===== src/rtl/dlx_defs.sv =====
// Shared definitions for the DLX select/arbitration units.
package dlx_defs;

  // Arbitration mode encodings
  localparam logic SEL_MODE_FIXED = 1'b0;
  localparam logic SEL_MODE_RR    = 1'b1;

  // Ceiling log2, usable in parameter/localparam expressions
  function automatic int clog2(input int n);
    int r;
    r = 0;
    for (int i = 0; i < 32; i++) begin
      if ((1 << r) < n) r = r + 1;
    end
    return r;
  endfunction

endpackage


===== src/rtl/rr_arbiter.sv =====
// Combinational fixed-priority / round-robin arbiter.
// The search is a double-width priority encoder: the low half holds the
// requests at or above the start pointer, the high half holds all requests,
// so the lowest set bit is the first requester at/after the pointer with wrap.
module rr_arbiter
  import dlx_defs::*;
#(
  parameter  int CHANNELS = 4,
  localparam int CH_W     = clog2(CHANNELS)
) (
  input  logic [CHANNELS-1:0] REQ,
  input  logic                MODE,
  input  logic [CH_W-1:0]     PTR,
  output logic [CHANNELS-1:0] GRANT,
  output logic [CH_W-1:0]     GNT_IDX,
  output logic                ANY
);

  logic [CH_W-1:0]       w_base;
  logic [CHANNELS-1:0]   w_lo;
  logic [2*CHANNELS-1:0] w_dbl;

  // Fixed priority is round-robin with the search pinned to channel 0
  always_comb begin
    w_base = (MODE == SEL_MODE_FIXED) ? '0 : PTR;
    w_lo   = '0;
    for (int i = 0; i < CHANNELS; i++) begin
      w_lo[i] = REQ[i] && (CH_W'(i) >= w_base);
    end
    w_dbl = {REQ, w_lo};
  end

  // Lowest set bit of the double-width vector wins; fold back modulo CHANNELS
  always_comb begin
    ANY     = 1'b0;
    GNT_IDX = '0;
    for (int i = 2*CHANNELS-1; i >= 0; i--) begin
      if (w_dbl[i]) begin
        ANY     = 1'b1;
        GNT_IDX = CH_W'(i % CHANNELS);
      end
    end
  end

  // One-hot grant from the encoded index
  always_comb begin
    GRANT = '0;
    for (int j = 0; j < CHANNELS; j++) begin
      GRANT[j] = ANY && (GNT_IDX == CH_W'(j));
    end
  end

endmodule


===== src/rtl/rr_sel_mux.sv =====
// Registered N-to-1 select with valid/ready handshakes on every channel and
// a single-entry output register. Arbitration is fixed priority or
// round-robin; the round-robin pointer only advances on RR-mode accepts.
// Legal CHANNELS range is 2..16.
module rr_sel_mux
  import dlx_defs::*;
#(
  parameter  int WIDTH    = 5,
  parameter  int CHANNELS = 4,
  localparam int CH_W     = clog2(CHANNELS)
) (
  input  logic                      CLK,
  input  logic                      RESET,
  input  logic                      MODE,
  input  logic [CHANNELS-1:0]       IN_VALID,
  input  logic [CHANNELS*WIDTH-1:0] IN_DATA,
  output logic [CHANNELS-1:0]       IN_READY,
  output logic                      O_VALID,
  output logic [WIDTH-1:0]          O_DATA,
  output logic [CH_W-1:0]           O_CH,
  input  logic                      O_READY
);

  logic                r_valid;
  logic [WIDTH-1:0]    r_data;
  logic [CH_W-1:0]     r_ch;
  logic [CH_W-1:0]     r_ptr;

  logic [CHANNELS-1:0] w_grant;
  logic [CH_W-1:0]     w_idx;
  logic                w_any;
  logic                w_free;

  rr_arbiter #(.CHANNELS(CHANNELS)) u_arb (
    .REQ     (IN_VALID),
    .MODE    (MODE),
    .PTR     (r_ptr),
    .GRANT   (w_grant),
    .GNT_IDX (w_idx),
    .ANY     (w_any)
  );

  // Register is free when empty or being drained this cycle; RESET masks
  // ready so nothing is offered while the block is held in reset
  always_comb begin
    w_free   = (~r_valid | O_READY) & ~RESET;
    IN_READY = w_free ? w_grant : '0;
  end

  // Output register and round-robin pointer
  always_ff @(posedge CLK or posedge RESET) begin
    if (RESET) begin
      r_valid <= 1'b0;
      r_data  <= '0;
      r_ch    <= '0;
      r_ptr   <= '0;
    end else if (w_free) begin
      r_valid <= w_any;
      if (w_any) begin
        r_data <= IN_DATA[w_idx*WIDTH +: WIDTH];
        r_ch   <= w_idx;
        if (MODE == SEL_MODE_RR) begin
          r_ptr <= (w_idx == CH_W'(CHANNELS-1)) ? '0 : w_idx + 1'b1;
        end
      end
    end
  end

  assign O_VALID = r_valid;
  assign O_DATA  = r_data;
  assign O_CH    = r_ch;

endmodule

===== config.mk =====
export PLATFORM = sky130hd
export DESIGN_NAME = rr_sel_mux
export DESIGN_NICKNAME = d
export VERILOG_FILES = /design/src/rtl/dlx_defs.sv /design/src/rtl/rr_arbiter.sv /design/src/rtl/rr_sel_mux.sv
export SDC_FILE = /design/constraint.sdc
export NUM_CORES = 1
export LEC_CHECK = 0
export BUFFER_PORTS_ARGS = -buffer_cell sky130_fd_sc_hd__buf_2
export CORE_UTILIZATION = 32
export CTS_CLUSTER_SIZE = 12
export DETAILED_ROUTE_END_ITERATION = 7
export PLACE_DENSITY_LB_ADDON = 0.2
export SLEW_MARGIN = 30
export SYNTH_ARGS = -nofsm -noshare
export SYNTH_HDL_FRONTEND = slang
export SYNTH_SLANG_ARGS = --single-unit

===== constraint.sdc =====
create_clock -name CLK -period 5.65 [get_ports CLK]
set_input_delay 0.565 -clock CLK [delete_from_list [all_inputs] [get_ports CLK]]
set_output_delay 0.565 -clock CLK [all_outputs]
set_load 0.005 [all_outputs]

# Word level (Yosys, flattened, before mapping)

Cells that the tools add are included.

Word-level logic and storage cells: 48
Output and inout bits: 12
Register bits: 10

Mux-type cells: 19
Add/subtract/negate cells: 1
Order comparisons: 4
Bitwise logic cells: 4
Equal/unequal tests: 3
Shifts and indexed selects: 1
Reductions and logical operators: 11
$mul: 1

Operators with widths:

| kind                                                                                | number |
|---|---|
| 2-bit two-way mux                                                                   | 10 |
| 20-bit by 6-bit indexed part select with 5-bit output                               | 1 |
| 1-bit logical AND                                                                   | 8 |
| 1-bit two-way mux                                                                   | 8 |
| 2-bit by 3-bit multiplier with 5-bit output (second input constant)                 | 1 |
| 2-bit equality test (second input constant)                                         | 2 |
| 1-bit by 2-bit greater-or-equal comparator with 1-bit output (first input constant) | 2 |
| 2-bit greater-or-equal comparator (first input constant)                            | 2 |
| 4-bit two-way mux                                                                   | 1 |
| 3-bit AND reduction                                                                 | 1 |
| 2-bit by 1-bit adder with 2-bit output (second input constant)                      | 1 |
| 2-bit by 1-bit equality test with 1-bit output (second input constant)              | 1 |
| 2-bit zero test                                                                     | 1 |
| 1-bit inverter                                                                      | 2 |
| 2-bit AND reduction                                                                 | 1 |
| 1-bit AND                                                                           | 1 |
| 1-bit OR                                                                            | 1 |

# Longest topological paths before layout

Depth after elaboration: 11
Depth in mapped cells: 7

# By module

From an unflattened synthesis, not the netlist that was laid out.

Cell total of the unflattened synthesis: 53
Area, all modules: 713.2 sq um

By module, submodules not included:

| module     | sequential area each (sq um) | area each (sq um) | cells an instance | instances |
|---|---|---|---|---|
| rr_sel_mux | 250.2                        | 598.1             | 37                | 1 |
| rr_arbiter | 0.0                          | 115.1             | 16                | 1 |

# Worst setup path after synthesis

Ideal clock, no wire load.

Kind: input -> output
Start point: input port MODE
End point: output port IN_READY[1]
Buffers on the path: 1
Required time: 5085 ps
Path slack: 3359 ps
Stages on the path: 7
Arrival time: 1726 ps
Path through: and3_1 a211oi_4 or2_4 buf_6 inv_2 ha_1 and2_1

Word-level cells in the longest chain between the ends: 10

RTL lines:

| element                                          | line             | RTL |
|---|---|---|
| start, declared                                  | rr_sel_mux.sv:14 | `input logic MODE,` |
| 2-bit two-way mux *                              | rr_arbiter.sv:25 | `w_base = (MODE == SEL_MODE_FIXED) ? '0 : PTR;` |
| 2-bit greater-or-equal comparator                | rr_arbiter.sv:28 | `w_lo[i] = REQ[i] && (CH_W'(i) >= w_base);` |
| 1-bit logical AND                                | rr_arbiter.sv:28 |  |
| 2-bit two-way mux (3 in series)                  | rr_arbiter.sv:38 | `if (w_dbl[i]) begin` |
| 2-bit two-way mux *                              | rr_arbiter.sv:38 |  |
| net u_arb.GNT_IDX[0]                             | rr_arbiter.sv:15 | `output logic [CH_W-1:0] GNT_IDX,` |
| 2-bit by 1-bit equality test with 1-bit output * | rr_arbiter.sv:49 | `GRANT[j] = ANY && (GNT_IDX == CH_W'(j));` |
| 1-bit logical AND *                              | rr_arbiter.sv:49 |  |
| 4-bit two-way mux *                              | rr_sel_mux.sv:47 | `IN_READY = w_free ? w_grant : '0;` |
| end, declared                                    | rr_sel_mux.sv:17 | `output logic [CHANNELS-1:0] IN_READY,` |

The timed path passes the listed nets; every way through them passes the cells marked *.

# Worst setup path in the final report

Start point: register r_ptr[0]
End point: output port IN_READY[3]

Word-level cells in the longest chain between the ends: 10

RTL lines:

| element                           | line             | RTL |
|---|---|---|
| start, declared                   | rr_sel_mux.sv:27 | `logic [CH_W-1:0] r_ptr;` |
| start signal, assigned            | rr_sel_mux.sv:63 | `r_ptr <= (w_idx == CH_W'(CHANNELS-1)) ? '0 : w_idx + 1'b1;` |
| 2-bit two-way mux *               | rr_arbiter.sv:25 |  |
| 2-bit greater-or-equal comparator | rr_arbiter.sv:28 |  |
| 1-bit logical AND                 | rr_arbiter.sv:28 |  |
| 2-bit two-way mux (3 in series)   | rr_arbiter.sv:38 |  |
| 2-bit two-way mux *               | rr_arbiter.sv:38 |  |
| net u_arb.GNT_IDX[0]              | rr_arbiter.sv:15 |  |
| 2-bit equality test *             | rr_arbiter.sv:49 |  |
| 1-bit logical AND *               | rr_arbiter.sv:49 |  |
| 4-bit two-way mux *               | rr_sel_mux.sv:47 |  |

Marked as above.

==> flow_summary.json <==
{
  "drt-vias-per-instance": 5.08,
  "residual_drc_count": 0,
  "biggest_area_contributors_in_the_synthesized_netlist": "sky130_fd_sc_hd__dfrtp_1 32%, sky130_fd_sc_hd__o2111ai_1 11%, sky130_fd_sc_hd__o21ai_0 8.3%, sky130_fd_sc_hd__ha_1 6.4%, sky130_fd_sc_hd__o211a_1 6.4%",
  "core_region_area_um2": 2250,
  "post_synth.cell_area_avg_um2": 9.44,
  "drv.max_cap_violation_count": 0,
  "final.setup.tns_ns": 0,
  "area_of_the_multi_input_gates_um2": 460,
  "max_freq_mhz": 381,
  "number_of_global_route_vias_before_repair": 731,
  "power.share.clock": 0.173,
  "start_util": 0.347,
  "die_x_extent_um": 51.5,
  "p_int_uw": 183,
  "worst_hold_path_type": "input pin to async pin",
  "place_congestion": 0.709,
  "cts_resized": 0,
  "synthesis.nets": 115,
  "die-area_um2": 2650,
  "layout.cell_area.non_filler_um2": 1020,
  "grt_max_degree": 23,
  "num_rows": 17,
  "numCtsBuffers": 3,
  "vdd_drop_max_v": 0.000134,
  "yosys_warnings": 0,
  "antenna_found_initial": 0,
  "layout.cells.most_common": "sky130_fd_sc_hd__buf_2",
  "port-buffer-count": 39,
  "timing.final.crit_share": 0.464,
  "dp.final_hpwl_mm": 1.42,
  "wl_per_cell_um": 12.2,
  "slew_headroom": 0.683,
  "dpl-instance-area_um2": 1000,
  "numClockSinks": 10,
  "seqPwrFrac": 0.396,
  "seq_area_um2": 250,
  "critical_path.slowest_cell": "sky130_fd_sc_hd__dfrtp_1",
  "synth_cells": 83,
  "pwr_density_cell_nw_per_um2": 281,
  "detailedRoute.firstIterationViolations": 8,
  "period_needed_ns": 2.62,
  "power_switching_share": 0.362,
  "most-common-layout-cells": "39 x sky130_fd_sc_hd__buf_2, 13 x sky130_fd_sc_hd__inv_1, 13 x sky130_fd_sc_hd__o21ai_0",
  "boundaryPins": 40,
  "cp-start-kind": "flop",
  "ys_types": 24,
  "timing_hold_violations_final": 0,
  "classification_of_the_worst_setup_path": "flop to primary output",
  "final_antenna_net_count": 0,
  "tritoncts": "yes",
  "post-synth-top-area-fraction": 0.319,
  "max-clock-path-buffers": 2,
  "postCtsHoldBufs": 0,
  "cts_post_setup_buffers_inserted": 0,
  "switching_power_uw": 104,
  "grt_use_total": 0.158,
  "antenna-diode-count": 0,
  "end_kind": "primary output",
  "final_skew_ns": 0.00498,
  "routed_wirelength_mm": 1.83,
  "synth-seq-cells": 10,
  "dpl_worst_slack_ns": 3.04,
  "worst-endpoint-required_ns": 5.09,
  "setup_ws_ns": 3.03,
  "worstPathMaxFanout": 14,
  "setup_viol": 0,
  "tightestPinTransition_ns": 0.471,
  "ctsRootBufferMaster": "sky130_fd_sc_hd__clkbuf_4",
  "vias": 762,
  "drt_pass1_iterations": 4,
  "die_height_um": 51.5,
  "critPathMaxStageDelay_ns": 0.42,
  "post_synth_instance_area_um2": 783,
  "worstPathArrival_ns": 2.06,
  "areaGrowthSynthToFinish_pct": 30.7,
  "buf_inv_on_cp": 2,
  "slew_violations": 0,
  "drive_gt1_frac": 0.451,
  "cts-htree-levels": 1,
  "worstPathCellList": "and3_1, a211oi_4, or2_4, inv_2, ha_1, and2_1, buf_2",
  "total_leakage_power_nw": 0.526,
  "rsz0062_at_grt": "false",
  "grt_first_pass_wirelength_mm": 3.09,
  "fillerInstances": 242,
  "clock_insertion_delay_worst_skew_ns": 0.27,
  "grt_overflow": 0,
  "clk_pin_slew_worst_paths_ns": 0.07,
  "result_of_the_run": "finished, final reports clean",
  "layout.nets": 156,
  "p_comb_frac": 0.431,
  "synth.largest_area_cell": "sky130_fd_sc_hd__dfrtp_1",
  "worst_path_top_cell_family_by_delay": "simple AND/OR/NAND/NOR gates",
  "synth_sequential_area_ratio": 0.319
}
[kinds of logic after synthesis]
family	Yosys count	synth area share
AO/OA/AOI/OAI	34	0.347
adder cells (fa/ha/maj)	4	0.0639
buffers and inverters	18	0.0990
flip-flops	10	0.319
multiplexers	5	0.0815
AND/OR/NAND/NOR	12	0.0895
[power groups by stage]
stage	logic [mW]	registers [mW]	clock network, mW
after floorplan	0.0824	0.114	0
after global placement	0.125	0.114	0
after detailed placement	0.125	0.115	0
after CTS	0.126	0.114	0.0516
after global routing	0.141	0.117	0.0552
final	0.124	0.114	0.0498
[area by class of cell]
cell class / count / area share
repair buffers: 40 / 0.198
well taps: 28 / 0.0342
clock buffers: 3 / 0.0220
inverters: 14 / 0.0513
flip-flops and latches: 10 / 0.244
multi-input cells: 55 / 0.450
[stage by stage]
stage               power, mW  utilization  std cells  hold WS [ns]
floorplan               0.196            -         83         0.405
CTS                     0.292        0.454        150         0.322
global route            0.314        0.454        150         0.341
detailed placement      0.240        0.444        147         0.498
global placement        0.238        0.444        147         0.491
finish                  0.287        0.454        150         0.309
[Yosys cell counts (all sizes together)]
cell	number
a21o	1
o211a	5
a211oi	2
nor4	1
a21boi	2
o2bb2ai	1
and3	1
mux2	5
inv	14
buf	3
clkbuf	1
nand2	3
or2	2
dfrtp	10
o21ai	13
and2	5
ha	4
o2111ai	10
[worst reg2reg max path: stages, from the launching register on]
cell and delay (ns):
sky130_fd_sc_hd__dfrtp_1 0.42, sky130_fd_sc_hd__and3_1 0.22, sky130_fd_sc_hd__a211oi_4 0.35, sky130_fd_sc_hd__or2_4 0.29, sky130_fd_sc_hd__inv_2 0.07, sky130_fd_sc_hd__ha_1 0.29
sky130_fd_sc_hd__mux2_2 0.25
[final timing paths]
kind,slack [ns],cells past startpoint,from,endpoint
worst max register to register,3.64,6,r_ptr[0]$_DFFE_PP0P_,r_ptr[1]$_DFFE_PP0P_
worst max-delay path,3.03,7,r_ptr[0]$_DFFE_PP0P_,IN_READY[3]
worst min-delay path,0.31,2,RESET,O_CH[1]$_DFFE_PP0P_
worst min register to register,0.52,1,O_CH[1]$_DFFE_PP0P_,O_CH[1]$_DFFE_PP0P_
min in group CLK,0.52,1,O_CH[1]$_DFFE_PP0P_,O_CH[1]$_DFFE_PP0P_
max in group asynchronous,5.05,2,RESET,r_ptr[1]$_DFFE_PP0P_
[sequential cells by signal, summed over array words and instances, names as in the netlist]
signal / cells
O_CH: 2
r_ptr: 2
O_DATA: 5
O_VALID: 1
[routing by layer]
metal | global-route usage | vias to the layer above | share of wire
li1 | - | 383 | -
met4 | 0.0676 | 0 | 0.0044
met3 | 0.0446 | 2 | 0.085
met2 | 0.253 | 31 | 0.46
met5 | 0 | - | 0
met1 | 0.195 | 346 | 0.45
Note: power is estimated with default switching activity, not from simulation.
